### config.mk
export PLATFORM = sky130hd
export DESIGN_NAME = if_fetch
export DESIGN_NICKNAME = d
export VERILOG_FILES = /design/src/rtl/if_fetch.sv
export SDC_FILE = /design/constraint.sdc
export NUM_CORES = 1
export LEC_CHECK = 0
export ABC_AREA = 1
export CAP_MARGIN = 10
export CORE_AREA = 2 2 134 136
export CTS_CLUSTER_SIZE = 12
export DETAILED_ROUTE_END_ITERATION = 7
export DIE_AREA = 0 0 136 138
export PLACE_DENSITY_LB_ADDON = 0.15
export SLEW_MARGIN = 20
export SYNTH_ARGS = -nofsm -noshare
export SYNTH_HDL_FRONTEND = slang
export SYNTH_SLANG_ARGS = --single-unit
### constraint.sdc
create_clock -name clk -period 6.1 [get_ports clk]
set_input_delay 0.915 -clock clk [delete_from_list [all_inputs] [get_ports clk]]
set_output_delay 0.915 -clock clk [all_outputs]
set_load 0.005 [all_outputs]
### src/rtl/if_fetch.sv
// rtl/if_fetch.sv - instruction fetch stage: PC, single-outstanding imem fetch, stall skid, redirect flush
// Optional IF_MISALIGN_TRAP_EN adds misalign_trap and a TRAP state for unaligned redirect targets.
module if_fetch #(
  parameter logic [31:0] RESET_PC = 32'h0000_0000,
  parameter logic [31:0] NOP_INST = 32'h0000_0013
) (
  input  logic        clk,
  input  logic        rst,
  output logic        imem_req,
  output logic [31:0] imem_addr,
  input  logic        imem_rvalid,
  input  logic [31:0] imem_rdata,
  input  logic        stall,
  input  logic        redirect_en,
  input  logic [31:0] redirect_pc,
`ifdef IF_MISALIGN_TRAP_EN
  output logic        misalign_trap,
`endif
  output logic [31:0] inst,
  output logic [31:0] inst_pc,
  output logic        inst_valid
);
  typedef enum logic [2:0] {S_IDLE, S_REQ, S_HOLD, S_FLUSH, S_TRAP} state_t;

  state_t      state_q, state_d;
  logic [31:0] pc_q, pc_d;
  logic [31:0] inst_q, inst_d;
  logic [31:0] inst_pc_q, inst_pc_d;
  logic        inst_valid_q, inst_valid_d;
  logic [31:0] skid_data_q, skid_data_d;
  logic [31:0] skid_pc_q, skid_pc_d;
  logic        skid_valid_q, skid_valid_d;
  logic        outstanding;
  logic        consume;

  always_ff @(posedge clk or posedge rst) begin
    if (rst) begin
      state_q      <= S_IDLE;
      pc_q         <= RESET_PC;
      inst_q       <= NOP_INST;
      inst_pc_q    <= 32'h0;
      inst_valid_q <= 1'b0;
      skid_data_q  <= 32'h0;
      skid_pc_q    <= 32'h0;
      skid_valid_q <= 1'b0;
    end else begin
      state_q      <= state_d;
      pc_q         <= pc_d;
      inst_q       <= inst_d;
      inst_pc_q    <= inst_pc_d;
      inst_valid_q <= inst_valid_d;
      skid_data_q  <= skid_data_d;
      skid_pc_q    <= skid_pc_d;
      skid_valid_q <= skid_valid_d;
    end
  end

  always_comb begin
    state_d      = state_q;
    pc_d         = pc_q;
    inst_d       = inst_q;
    inst_pc_d    = inst_pc_q;
    inst_valid_d = inst_valid_q;
    skid_data_d  = skid_data_q;
    skid_pc_d    = skid_pc_q;
    skid_valid_d = skid_valid_q;
    outstanding  = (state_q == S_REQ) || (state_q == S_FLUSH);
    consume      = inst_valid_q && !stall;

    if (redirect_en) begin
      pc_d         = redirect_pc & 32'hFFFF_FFFC;
      inst_valid_d = 1'b0;
      inst_d       = NOP_INST;
      skid_valid_d = 1'b0;
      // A response still in flight belongs to the old path and must be swallowed.
      state_d      = (outstanding && !imem_rvalid) ? S_FLUSH : S_REQ;
`ifdef IF_MISALIGN_TRAP_EN
      if (redirect_pc[1:0] != 2'b00) begin
        pc_d    = redirect_pc;
        state_d = S_TRAP;
      end
`endif
    end else begin
      case (state_q)
        S_IDLE: state_d = S_REQ;
        S_REQ: begin
          if (imem_rvalid) begin
            pc_d = pc_q + 32'd4;
            if (inst_valid_q && stall) begin
              skid_data_d  = imem_rdata;
              skid_pc_d    = pc_q;
              skid_valid_d = 1'b1;
              state_d      = S_HOLD;
            end else begin
              inst_d       = imem_rdata;
              inst_pc_d    = pc_q;
              inst_valid_d = 1'b1;
            end
          end else if (consume) begin
            inst_valid_d = 1'b0;
            inst_d       = NOP_INST;
          end
        end
        S_HOLD: begin
          if (!stall || !skid_valid_q) state_d = S_REQ;
          if (!stall && skid_valid_q) begin
            inst_d       = skid_data_q;
            inst_pc_d    = skid_pc_q;
            inst_valid_d = 1'b1;
            skid_valid_d = 1'b0;
          end else if (consume) begin
            inst_valid_d = 1'b0;
            inst_d       = NOP_INST;
          end
        end
        S_FLUSH: if (imem_rvalid) state_d = S_REQ;
`ifdef IF_MISALIGN_TRAP_EN
        S_TRAP: state_d = S_TRAP;
`endif
        default: state_d = S_IDLE;
      endcase
    end
  end

  always_comb begin
    imem_req = (state_q == S_REQ);
`ifdef IF_MISALIGN_TRAP_EN
    misalign_trap = (state_q == S_TRAP);
`endif
  end

  assign imem_addr  = pc_q;
  assign inst       = inst_q;
  assign inst_pc    = inst_pc_q;
  assign inst_valid = inst_valid_q;
endmodule

# --- Word-level counts from Yosys, hierarchy flattened ---
# Cells that the tools add are included.
word_totals:
  register_bits: 165
  word_cells: 73
op_classes:
  addsub: 1
  n_eq_ne: 12
  muxes: 31
  n_bitwise: 1
  n_reduce_logical: 20
ops:
  columns: ["op", "n"]
  rows:
  - ["32-bit two-way mux", 11]
  - ["32-bit case mux with 2 select lines", 2]
  - ["32-bit by 3-bit adder with 32-bit output, second input constant", 1]
  - ["3-bit two-way mux", 5]
  - ["3-bit case mux with 4 select lines", 1]
  - ["4-bit AND reduction", 3]
  - ["1-bit two-way mux", 9]
  - ["3-bit inequality test, second input constant", 3]
  - ["3-bit by 2-bit equality test with 1-bit output, second input constant", 2]
  - ["3-bit by 1-bit inequality test with 1-bit output, second input constant", 2]
  - ["2-bit nonzero test", 3]
  - ["5-bit AND reduction", 1]
  - ["1-bit logical AND", 4]
  - ["2-bit inequality test, second input constant", 2]
  - ["4-bit inequality test, second input constant", 1]
  - ["1-bit case mux with 2 select lines", 2]
  - ["2-bit AND reduction", 2]
  - ["3-bit by 1-bit equality test with 1-bit output, second input constant", 1]
  - ["1-bit logical NOT", 3]
  - ["3-bit logical NOT", 1]
  - ["3-bit nonzero test", 1]
  - ["1-bit logical OR", 2]
  - ["2-bit two-way mux", 1]
  - ["2-bit by 1-bit inequality test with 1-bit output, second input constant", 1]
  - ["1-bit inverter", 1]

# --- Longest topological paths before layout ---
depth:
  word_depth: 6
  ltp_mapped: 12
  depth_no_buf: 10

# --- Worst setup path before layout ---
# Ideal clock, no wire load.
synth_timing:
  path_kind: "input port to flip-flop"
  startpoint: "in redirect_en"
  endpoint: "reg inst_q[10], in the netlist inst[10]"
  setup_ns: 0.119
  arrival_ns: 1.962
  t_required_ns: 5.981
  setup_slack_ns: 4.019
  path_stages: 10
  cell_sequence: "buf_2 -> nor2_4 -> nand3_2 -> nand2_2 -> inv_2 -> nand2_2 -> inv_2 -> buf_6 -> buf_6 -> o21a_1"
synth_between:
  elab_chain_len: 2
synth_lines:
  columns: ["item", "line", "text"]
  rows:
  - ["start: declaration", "14", "input logic redirect_en,"]
  - ["4-bit inequality test (no line) / 3-bit nonzero test (equally long branches)", null, null]
  - ["2-bit AND reduction (no line)", null, null]
  - ["end signal: assignment", "49", "inst_q <= inst_d;"]
  - ["end: declaration", "27", "logic [31:0] inst_q, inst_d;"]
# Several ways; a longest one is shown, not always the timed one.
# A chain may end at the register's enable or synchronous reset.

# --- Worst setup path after layout ---
layout_timing:
  startpoint: "in redirect_en"
  endpoint: "reg inst_q[24], in the netlist inst[24]"
# The elaborated chain is that of the path after synthesis.

==> flow_summary.toml <==
[routing]
wire_per_inst_um = 15.05
viasPerCell = 5.172
dr.pass1.iters = 5
drt_wl_total_mm = 19.66
num_vias = 6755
drc = 0
final_antenna_net_count = 0
drtIter0Drc = 380

[timing]
rsz0062_at_grt = "no"
finalSetupTns_ns = 0
period_needed_ns = 3.410
tightest_slew_ns = 1.003
hold_violations = 0
drv_slew = 0
fmax_mhz = 293.3
finalCritPeriodShare_pct = 55.90
slew_headroom_pct = 33.10
finClkSkew_ns = 0.009088
setup_viol_count_final = 0

[placement]
dp_hpwl_mm = 12.96
dp_cells = 1274
place_congestion = 0.8329
io_buffers = 160

[clocking]
clk_latency_ns = 0.43
clk_pin_slew_ns = 0.06
cts_resized = 0
cts_buffers = 17
cts_setup_buffers = 0
cts_tree = "yes"
cts_hold_buffers = 0
cts_max_level = 4
clock-sinks = 158
ctsLongestPathBuffers = 2
root_buffer = "clkbuf_16"

[floorplan]
die_x_um = 136
dieArea_um2 = 18770
core-area_um2 = 17530
initial_core_util_pct = 43.93
pin_count = 167
rows = 49
die_y_um = 138

[synth]
syn_area_um2 = 7704
yosys_warnings = 0
ys_ff_latch = 158
ys_seq_area_share_pct = 51.37
synth_cell_types = 34
avgSynthCellArea_um2 = 8.275
synth_cells = 931

[layout]
syn_to_final_growth_pct = 29.67
final_cells = 1306
fillers = 1644
diodes = 0
multiInputGateArea_um2 = 3282
layout.nets = 1138
final_layout_size_suffix_gt1_share_pct = 7.799
seqCellArea_um2 = 3958

[critical_path]
critPathMostFrequentCell = "inv_2"
cp_data_required_time_ns = 6.46
cpMaxStageDelayCell = "inv_2"
cp_max_fo = 55
start_kind = "primary input"
slowest_delay_ns = 0.47
crit_type = "in2reg"
critPathCaptureType = "flip-flop"
path_cells = "clkdlybuf4s50_1 > buf_4 > inv_2 > nand3_1 > nand2_2 > inv_2 > nand2_2 > inv_2 > o21a_1"
arrival_ns = 3.77

[global_route]
grt_max_degree = 97
grt_pass1_wl_mm = 32.95
overflow = 0
grt.total_usage_pct = 21.87
first_global_vias = 6352
antenna_found_initial = 0

[min_path]
min_path_type = "reg2reg"

[power_and_ir_drop]
irDropWorstVdd_v = 0.0002694
leakage_nw = 4.519
p_per_area_nw_per_um2 = 442.7

[job]
cap_violations = 0

[status]
status = "completed"
[synth_stat cells, drive strengths merged]
cell type / n / area [um2]
a21oi: 57 / 285.3
a22o: 2 / 17.52
a22oi: 2 / 15.01
a31oi: 1 / 6.260
and2: 2 / 12.51
buf: 19 / 113.9
clkbuf: 37 / 138.9
conb: 1 / 3.750
dfrtp: 155 / 3879
dfstp: 3 / 78.83
ha: 5 / 62.56
inv: 68 / 255.2
mux2: 29 / 326.6
nand2: 213 / 807.0
nand3: 33 / 170.2
nand3b: 1 / 7.510
nand4: 1 / 6.260
nor2: 101 / 386.6
nor3: 5 / 30.03
o211ai: 1 / 7.510
o21a: 29 / 217.7
o21ai: 135 / 679.4
o22ai: 30 / 187.7
o2bb2ai: 1 / 8.760
[path summary, 6_finish.rpt]
check | cells past startpoint | slack (ns) | endpoint | start
max reg2reg | 8 | 2.75 | inst[24] | state_q[0]
min in group asynchronous | 2 | 0.88 | inst_pc[3] | rst
min | 2 | 0.48 | skid_pc_q[8] | skid_pc_q[8]
min reg2reg | 2 | 0.48 | skid_pc_q[8] | skid_pc_q[8]
max | 9 | 2.69 | inst[24] | redirect_en
max in group asynchronous | 3 | 3.96 | skid_pc_q[26] | rst
[worst max-delay path, delay by kind of cell]
family	cells	cell delay, ns
AND/OR/NAND/NOR	3	0.53
buffers and inverters	5	2.11
AO/OA/AOI/OAI	1	0.18
[power by group]
group | internal (mW) | total (mW) | switching, mW
Combinational | 0.867 | 1.64 | 0.774
Sequential | 1.50 | 1.79 | 0.291
Clock | 0.537 | 0.993 | 0.456
Total | 2.90 | 4.42 | 1.52
[flip-flops by register name (all words and copies together), names as in the netlist]
register,count
inst_valid,1
inst_pc,30
inst,32
skid_data_q,32
skid_valid_q,1
state_q,2
imem_addr,30
skid_pc_q,30
[placed cells by master (no fill, tap or decap), drive strengths merged, types with 6 or more instances in the layout]
cell and n:
o21a 29, clkbuf 18, buf 7, nand3 33, nor2 101, nand2 213
a21oi 57, clkinv 6, o21ai 135, o22ai 30, dfrtp 155, mux2 29
clkdlybuf4s50 160, inv 72
[layer usage]
layer  global-route usage (%)  vias to the layer above  wire length [um]
met2                    33.64                      189              9001
met5                        0                        -                 0
met3                    4.914                       31              1181
met1                    30.42                     3185              8989
met4                    7.730                        0               484
li1                         -                     3350                 -
[metrics by stage]
stage | hold slack [ns] | setup slack, ns | total power [mW] | area (um2) | utilization, %
global placement | 0.4535 | 2.281 | 3.416 | 9433 | 53.80
CTS | 0.4835 | 2.674 | 4.471 | 9990 | 56.97
floorplan | 0.4479 | 0.9268 | 2.632 | 7715 | -
finish | 0.4783 | 2.690 | 4.423 | 9990 | 56.97
detailed placement | 0.4679 | 2.228 | 3.459 | 9440 | 53.84
global route | 0.5040 | 2.332 | 4.768 | 9990 | 56.97
[layout make-up]
cell class / count / share of cell area (%)
Clock buffer: 18 / 4.396
Tap cell: 229 / 2.868
Clock inverter: 14 / 1.102
Inverter: 68 / 2.605
Sequential cell: 158 / 39.62
Multi-Input combinational cell: 652 / 32.85
Timing Repair Buffer: 167 / 16.56
[logic make-up after synthesis]
kind of cell,after synthesis,share of synthesized area [%]
compound gates,258,18.50
fa+ha+maj,5,0.8121
buf+inv,124,6.594
flops,158,51.37
mux,29,4.239
other cells,1,0.04868
simple gates,356,18.43
(Power assumes the default switching activity.)
